==> src/rtl/muldiv_sequencer_if.sv <==
// Handshake bundle between the main control unit and the mult/div sequencer.
// The control unit drives requests; the sequencer drives unit starts, HI/LO control and status.
interface muldiv_sequencer_if;
  logic        mult_req;
  logic        div_req;
  logic [31:0] b_operand;
  logic        abort;
  logic        mult_ctrl;
  logic        div_ctrl;
  logic        hi_src;
  logic        lo_src;
  logic        hilo_write;
  logic        busy;
  logic        done;
  logic        div_zero;

  modport master (
    output mult_req, div_req, b_operand, abort,
    input  mult_ctrl, div_ctrl, hi_src, lo_src,
    input  hilo_write, busy, done, div_zero
  );

  modport slave (
    input  mult_req, div_req, b_operand, abort,
    output mult_ctrl, div_ctrl, hi_src, lo_src,
    output hilo_write, busy, done, div_zero
  );
endinterface

==> src/rtl/muldiv_sequencer.sv <==
// Multicycle sequencer for the shared multiply/divide units and HI/LO.
// Starts the selected unit, counts its iterations and commits the result.
module muldiv_sequencer #(
  parameter int MULT_CYCLES = 32,
  parameter int DIV_CYCLES  = 32,
  parameter int CNT_W       = 8
) (
  input  logic               clk,
  input  logic               reset,
  muldiv_sequencer_if.slave  bus
);

  typedef enum logic [2:0] {
    IDLE, START, RUN, WRITE, DONE, DIVZ
  } state_t;

  state_t             state, state_nx;
  logic               op, op_nx;
  logic [CNT_W-1:0]   cnt, cnt_nx;

  // State, op flag and iteration counter registers
  always_ff @(posedge clk) begin
    if (!reset) begin
      state <= IDLE;
      op    <= 1'b0;
      cnt   <= '0;
    end else begin
      state <= state_nx;
      op    <= op_nx;
      cnt   <= cnt_nx;
    end
  end

  // Next-state logic and Moore outputs, with abort suppressing commits
  always_comb begin
    state_nx       = state;
    op_nx          = op;
    cnt_nx         = cnt;
    bus.mult_ctrl  = 1'b0;
    bus.div_ctrl   = 1'b0;
    bus.hi_src     = op;
    bus.lo_src     = op;
    bus.hilo_write = 1'b0;
    bus.busy       = (state != IDLE);
    bus.done       = 1'b0;
    bus.div_zero   = 1'b0;

    unique case (state)
      IDLE: begin
        if (bus.mult_req) begin
          state_nx = START;
          op_nx    = 1'b0;
        end else if (bus.div_req) begin
          if (bus.b_operand == '0) begin
            state_nx = DIVZ;
          end else begin
            state_nx = START;
            op_nx    = 1'b1;
          end
        end
      end
      START: begin
        bus.mult_ctrl = !op;
        bus.div_ctrl  = op;
        cnt_nx        = op ? CNT_W'(DIV_CYCLES - 1)
                           : CNT_W'(MULT_CYCLES - 1);
        state_nx      = RUN;
      end
      RUN: begin
        if (cnt == '0) state_nx = WRITE;
        else           cnt_nx   = cnt - CNT_W'(1);
      end
      WRITE: begin
        bus.hilo_write = !bus.abort;
        state_nx       = DONE;
      end
      DONE: begin
        bus.done = !bus.abort;
        state_nx = IDLE;
      end
      DIVZ: begin
        bus.div_zero = !bus.abort;
        state_nx     = IDLE;
      end
      default: state_nx = IDLE;
    endcase

    // A flush wins over everything, including a request seen in IDLE
    if (bus.abort) begin
      state_nx = IDLE;
      op_nx    = op;
      cnt_nx   = '0;
    end
  end

endmodule

==> src/flat_wrapper.sv <==
// flat-port wrapper written by rule: the top's interface ports become plain ports
module muldiv_sequencer_flat 
#(
  parameter int MULT_CYCLES = 32,
  parameter int DIV_CYCLES  = 32,
  parameter int CNT_W       = 8
)
  (clk, reset, bus_mult_req, bus_div_req, bus_b_operand, bus_abort, bus_mult_ctrl, bus_div_ctrl, bus_hi_src, bus_lo_src, bus_hilo_write, bus_busy, bus_done, bus_div_zero);
  muldiv_sequencer_if bus_i ();
  input  logic clk;
  input  logic reset;
  input wire logic [$bits(bus_i.mult_req)-1:0] bus_mult_req;
  input wire logic [$bits(bus_i.div_req)-1:0] bus_div_req;
  input wire logic [$bits(bus_i.b_operand)-1:0] bus_b_operand;
  input wire logic [$bits(bus_i.abort)-1:0] bus_abort;
  output wire logic [$bits(bus_i.mult_ctrl)-1:0] bus_mult_ctrl;
  output wire logic [$bits(bus_i.div_ctrl)-1:0] bus_div_ctrl;
  output wire logic [$bits(bus_i.hi_src)-1:0] bus_hi_src;
  output wire logic [$bits(bus_i.lo_src)-1:0] bus_lo_src;
  output wire logic [$bits(bus_i.hilo_write)-1:0] bus_hilo_write;
  output wire logic [$bits(bus_i.busy)-1:0] bus_busy;
  output wire logic [$bits(bus_i.done)-1:0] bus_done;
  output wire logic [$bits(bus_i.div_zero)-1:0] bus_div_zero;
  assign bus_i.mult_req = bus_mult_req;
  assign bus_i.div_req = bus_div_req;
  assign bus_i.b_operand = bus_b_operand;
  assign bus_i.abort = bus_abort;
  assign bus_mult_ctrl = bus_i.mult_ctrl;
  assign bus_div_ctrl = bus_i.div_ctrl;
  assign bus_hi_src = bus_i.hi_src;
  assign bus_lo_src = bus_i.lo_src;
  assign bus_hilo_write = bus_i.hilo_write;
  assign bus_busy = bus_i.busy;
  assign bus_done = bus_i.done;
  assign bus_div_zero = bus_i.div_zero;
  muldiv_sequencer #(.MULT_CYCLES(MULT_CYCLES), .DIV_CYCLES(DIV_CYCLES), .CNT_W(CNT_W)) u_core (.clk(clk), .reset(reset), .bus(bus_i));
endmodule
==> config.mk <==
export PLATFORM = sky130hd
export DESIGN_NAME = muldiv_sequencer_flat
export DESIGN_NICKNAME = d
export VERILOG_FILES = /design/src/rtl/muldiv_sequencer_if.sv /design/src/rtl/muldiv_sequencer.sv /design/src/flat_wrapper.sv
export SDC_FILE = /design/constraint.sdc
export NUM_CORES = 1
export LEC_CHECK = 0
export CAP_MARGIN = 20
export CORE_MARGIN = 5
export CORE_UTILIZATION = 37
export DETAILED_ROUTE_END_ITERATION = 8
export PLACE_DENSITY = 0.87
export SYNTH_ARGS = -nofsm -noshare
export SYNTH_HDL_FRONTEND = slang
export SYNTH_SLANG_ARGS = --single-unit
export TNS_END_PERCENT = 50
==> constraint.sdc <==
create_clock -name clk -period 1.87 [get_ports clk]
set_input_delay 0.374 -clock clk [delete_from_list [all_inputs] [get_ports clk]]
set_output_delay 0.374 -clock clk [all_outputs]
set_load 0.05 [all_outputs]
# Word-level counts from Yosys, hierarchy flattened
# Cells that the tools add are included.
# word_totals
output_inout_bits,8
in_bits,37
ff_bits,12
# classes
n_bitwise,2
n_reduce_logical,12
addsub,1
n_mux,15
eq_ne,9
# op_table
op,count
32-bit zero test,1
8-bit one-hot mux with 2 select lines,1
3-bit 2-to-1 mux,4
3-bit one-hot mux with 4 select lines,1
8-bit zero test,1
1-bit 2-to-1 mux,8
8-bit 2-to-1 mux,1
8-bit by 1-bit subtractor with 8-bit output (second input constant),1
3-bit by 2-bit == test with 1-bit output (second input constant),2
3-bit == test (second input constant),2
2-bit != test (second input constant),2
2-bit AND reduction,2
4-bit AND reduction,1
2-bit nonzero test,2
3-bit by 1-bit == test with 1-bit output (second input constant),1
3-bit zero test,1
3-bit != test (second input constant),1
3-bit nonzero test,1
1-bit zero test,2
2-bit by 1-bit != test with 1-bit output (second input constant),1
1-bit NOT,2
2-bit OR reduction,1

# Logic depth before layout (Yosys ltp)
# depth
word_depth,5
depth_mapped,7
depth_no_buf,6

# Worst setup path after synthesis
# No wires, ideal clock.
# synth_timing
kind,register to output
start,register u_core.state[0]
end,output bus_hilo_write
path_stages_with_launch,4
path_slack_ns,-0.251
arrival_ns,1.747
path_cell_list,dfxtp_1 > clkbuf_1 > nand2_1 > nor3_1
# synth_between
elab_chain_len,2
# synth_rtl
element,line_no,rtl
"start, declared",muldiv_sequencer.sv:17,"state_t state, state_nx;"
"start signal, assigned",muldiv_sequencer.sv:28,state <= state_nx;
3-bit by 2-bit == test with 1-bit output,muldiv_sequencer.sv:48,unique case (state)
1-bit 2-to-1 mux,muldiv_sequencer.sv:48,
"end, declared",flat_wrapper.sv:20,output wire logic [$bits(bus_i.hilo_write)-1:0] bus_hilo_write;
# Every way passes these cells.

# Worst setup path after layout
# layout_timing
start,input bus_abort
end,output bus_done
# layout_between
elab_chain_len,2
# layout_rtl
element,line_no,rtl
"start, declared",flat_wrapper.sv:15,input wire logic [$bits(bus_i.abort)-1:0] bus_abort;
1-bit zero test,muldiv_sequencer.sv:78,bus.done = !bus.abort;
1-bit 2-to-1 mux,muldiv_sequencer.sv:48,
"end, declared",flat_wrapper.sv:22,output wire logic [$bits(bus_i.done)-1:0] bus_done;
# Every way passes these cells.

==> out/results.txt <==
CTS tree = done
Setup-failing EPs final = 0
Tcrit/Tclk final = 97.39%
total CTS buffers = 3
H-tree depth = 1
final WL = 2.444 mm
Synth Cell Area = 788.3 µm²
Initial Util = 39.38%
layout filler cell count = 170
VDD IR max = 0.2750 mV
syn_nets = 137
clk slew on worst S/H paths = 0.08 ns
Crit path buffers/inverters = 3
f_max = 549.1 MHz
via count = 954
RR Startpoint = u_core.cnt[0]
Die W = 56.16 µm
DIE HEIGHT = 56.16 µm
metal3 WL = 290 µm
Critical Path End Type = primary output
endpoint of the worst hold path = u_core.state[0]
Pwr Total = 693.4 µW
post-route clock skew = 0.0004527 ns
Die ar. = 3153 µm²
data arrival time of the critical path = 1.45 ns
clock buffer depth = 2
FFs w/ async S/R, synth = 0%
largest cells by area after synthesis = dfxtp_1 (30%), nor4_1 (8.7%), nor2_1 (6.7%)
Slew @ Worst Pin = 0.4358 ns
reg2reg end = u_core.cnt[1]
PD cells = 509.8 nW/µm²
met2 wire len = 1.214 mm
CP Max Fanout = 5
crit path kind = in -> out
drt initial violations = 11
slowest stage delay, CP = 0.47 ns
# port buffers = 44
slowest stage cell, crit path = clkdlybuf4s50_1
# diodes = 0
placed cells = 167
routed len/inst = 14.21 µm
gp weighted congestion = 0.7849
worst-case reg-to-reg path depth = 6
Leak Pwr = 0.0005026 µW
R2R Setup Slk = 0.12 ns
Synth top cells by count = nor2_1 (14), dfxtp_1 (12), nor4_1 (11), nor3_1 (5)
register area = 245.2 µm²
status = finished, final reports clean
Finished Layout Cells = 172
clock sinks = 12
hold_buf cts = 0
largest net degree at the start of global routing = 12
grt total ovfl = 0
most common cell in the netlist = nor2_1
Synth cell types = 33
post-route antenna net violation count = 0
Top Layer Used = met4
worst skew pair latency = 0.28 ns
worst path required time = 1.50 ns
Final Hold Violating Endpoints = 0
Synth top area share = 30.48%
drt pass-1 iters = 4
cell taking the most area after synthesis = dfxtp_1
#FFs+latches synth = 12
Syn Inst Count = 98
Avg Cell Area, Syn = 8.043 µm²
min-delay src = u_core.state[0]
Post-synth EDFFs = 0
Fin Hold WS = 0.5159 ns
share of cells above drive strength 1 = 17.24%
sequential-to-total area share from yosys stat = 30.48%
vias in the first global route = 1003
root buf cell = clkbuf_4
Hold Path Class = reg -> reg
Area Growth Syn to Fin = 72.54%
ys flop type = dfxtp_1
sequence of cells on the critical path = clkdlybuf4s50_1 > nand2b_1 > nor3_1 > buf_4 > buf_12
core footprint = 2002 µm²
M1 WL = 880 µm
total of max-cap violations = 0
row count = 16
Fin Setup TNS = 0 ns
Top Ports = 45
GRT Total Usage = 15.57%
CP delay by family, top = buffers and inverters
global-route wire length before repair = 3.946 mm
WHS Path Cells = 1
initial antenna violation count = 0
Slew Limit Fails = 0
placed wire-length estimate = 2.056 mm
minimum clock period = 1.821 ns
RSZ-0062 raised after global routing = no
Final nets = 185
relative slew slack = 70.68%
Synthesis Warnings = 0
vias per cell = 5.547
footprint of the multi-input gates = 516.7 µm²
Startpoint Class = input pin
DRC = 0
==> kinds of logic (layout without fill, tap and decap cells) <==
kind of cell,after synthesis,count (layout),synth area share [%]
AOI/OAI and AO/OA,18,18,18.25
xor gates and xnor gates,4,4,4.444
adders and majority gates,2,2,3.174
buffers and inverters,8,55,4.604
DFF,12,12,30.48
and+or+nand+nor,54,54,39.05
==> worst max-delay path by stage <==
stage | startpoint | end | slack [ns] | cells after the start
finish | bus_abort | bus_done | 0.05 | 5
global route | bus_abort | bus_done | 0.02 | 5
CTS | u_core.state[0] | bus_mult_ctrl | 0.04 | 4
detailed placement | bus_mult_req | u_core.state[2] | -0.13 | 5
global placement | bus_mult_req | u_core.state[2] | 0.005 | 5
floorplan | u_core.state[0] | bus_hilo_write | -0.25 | 3
==> metal layers <==
metal	track usage, %	vias to the layer above
li1	-	463
met1	14.21	425
met2	29.22	58
met3	6.729	8
met4	7.119	0
met5	0	-
==> final cells by class <==
cell class / count / area share (%)
clock buffers: 4 / 2.668
inverters: 2 / 0.5520
multi-input cells: 78 / 37.99
flip-flops and latches: 12 / 18.03
well taps: 27 / 2.484
repair buffers: 49 / 38.27
==> layout by cell type (no fill, tap or decap), types with 2 or more instances in the layout <==
cell type / n
clkdlybuf4s50_1: 36
nor2_1: 13
nor4_1: 11
dfxtp_1: 10
buf_4: 8
nor3_1: 5
buf_12: 5
or3_1: 4
nand2b_1: 4
nand2_1: 4
nand4_1: 4
a21oi_1: 4
xor2_1: 4
o211ai_1: 3
clkbuf_4: 3
inv_1: 2
and2_1: 2
a211oi_1: 2
ha_1: 2
==> worst reg2reg max path, stage by stage, from the launching register on <==
cell and delay, ns:
dfxtp_1 0.34, inv_1 0.13, ha_1 0.15, or3b_4 0.42, o21ai_4 0.27, a21oi_1 0.12
a311oi_2 0.24
==> what timing repair did <==
| action | CTS | global route |
|---|---|---|
| endpoints found under the hold margin | 0 | 0 |
| resized for setup | 2 | 3 |
| pin swaps | 0 | 1 |
| buffers inserted | 0 | 1 |
| endpoints found under the setup margin | 1 | 4 |
==> power by group <==
group / switching, µW / leakage (µW) / internal [µW]
registers: 13.5 / 0.0000986 / 263
clock network: 92.9 / 0.0000210 / 119
logic: 88.9 / 0.000383 / 116
==> through the flow <==
step,worst slack [ns],util (%),area (µm²)
floorplan,-0.2508,-,788.3
global placement,0.004647,65.25,1306
detailed placement,-0.1318,65.25,1306
CTS,0.04113,67.19,1345
global route,0.01642,67.94,1360
finish,0.04882,67.94,1360
==> state kept, by name (all words and copies together), names as in the netlist <==
name               count
u_core.state           3
u_core.cnt             8
u_core.bus.hi_src      1
Power figures use the tool's default switching activity.
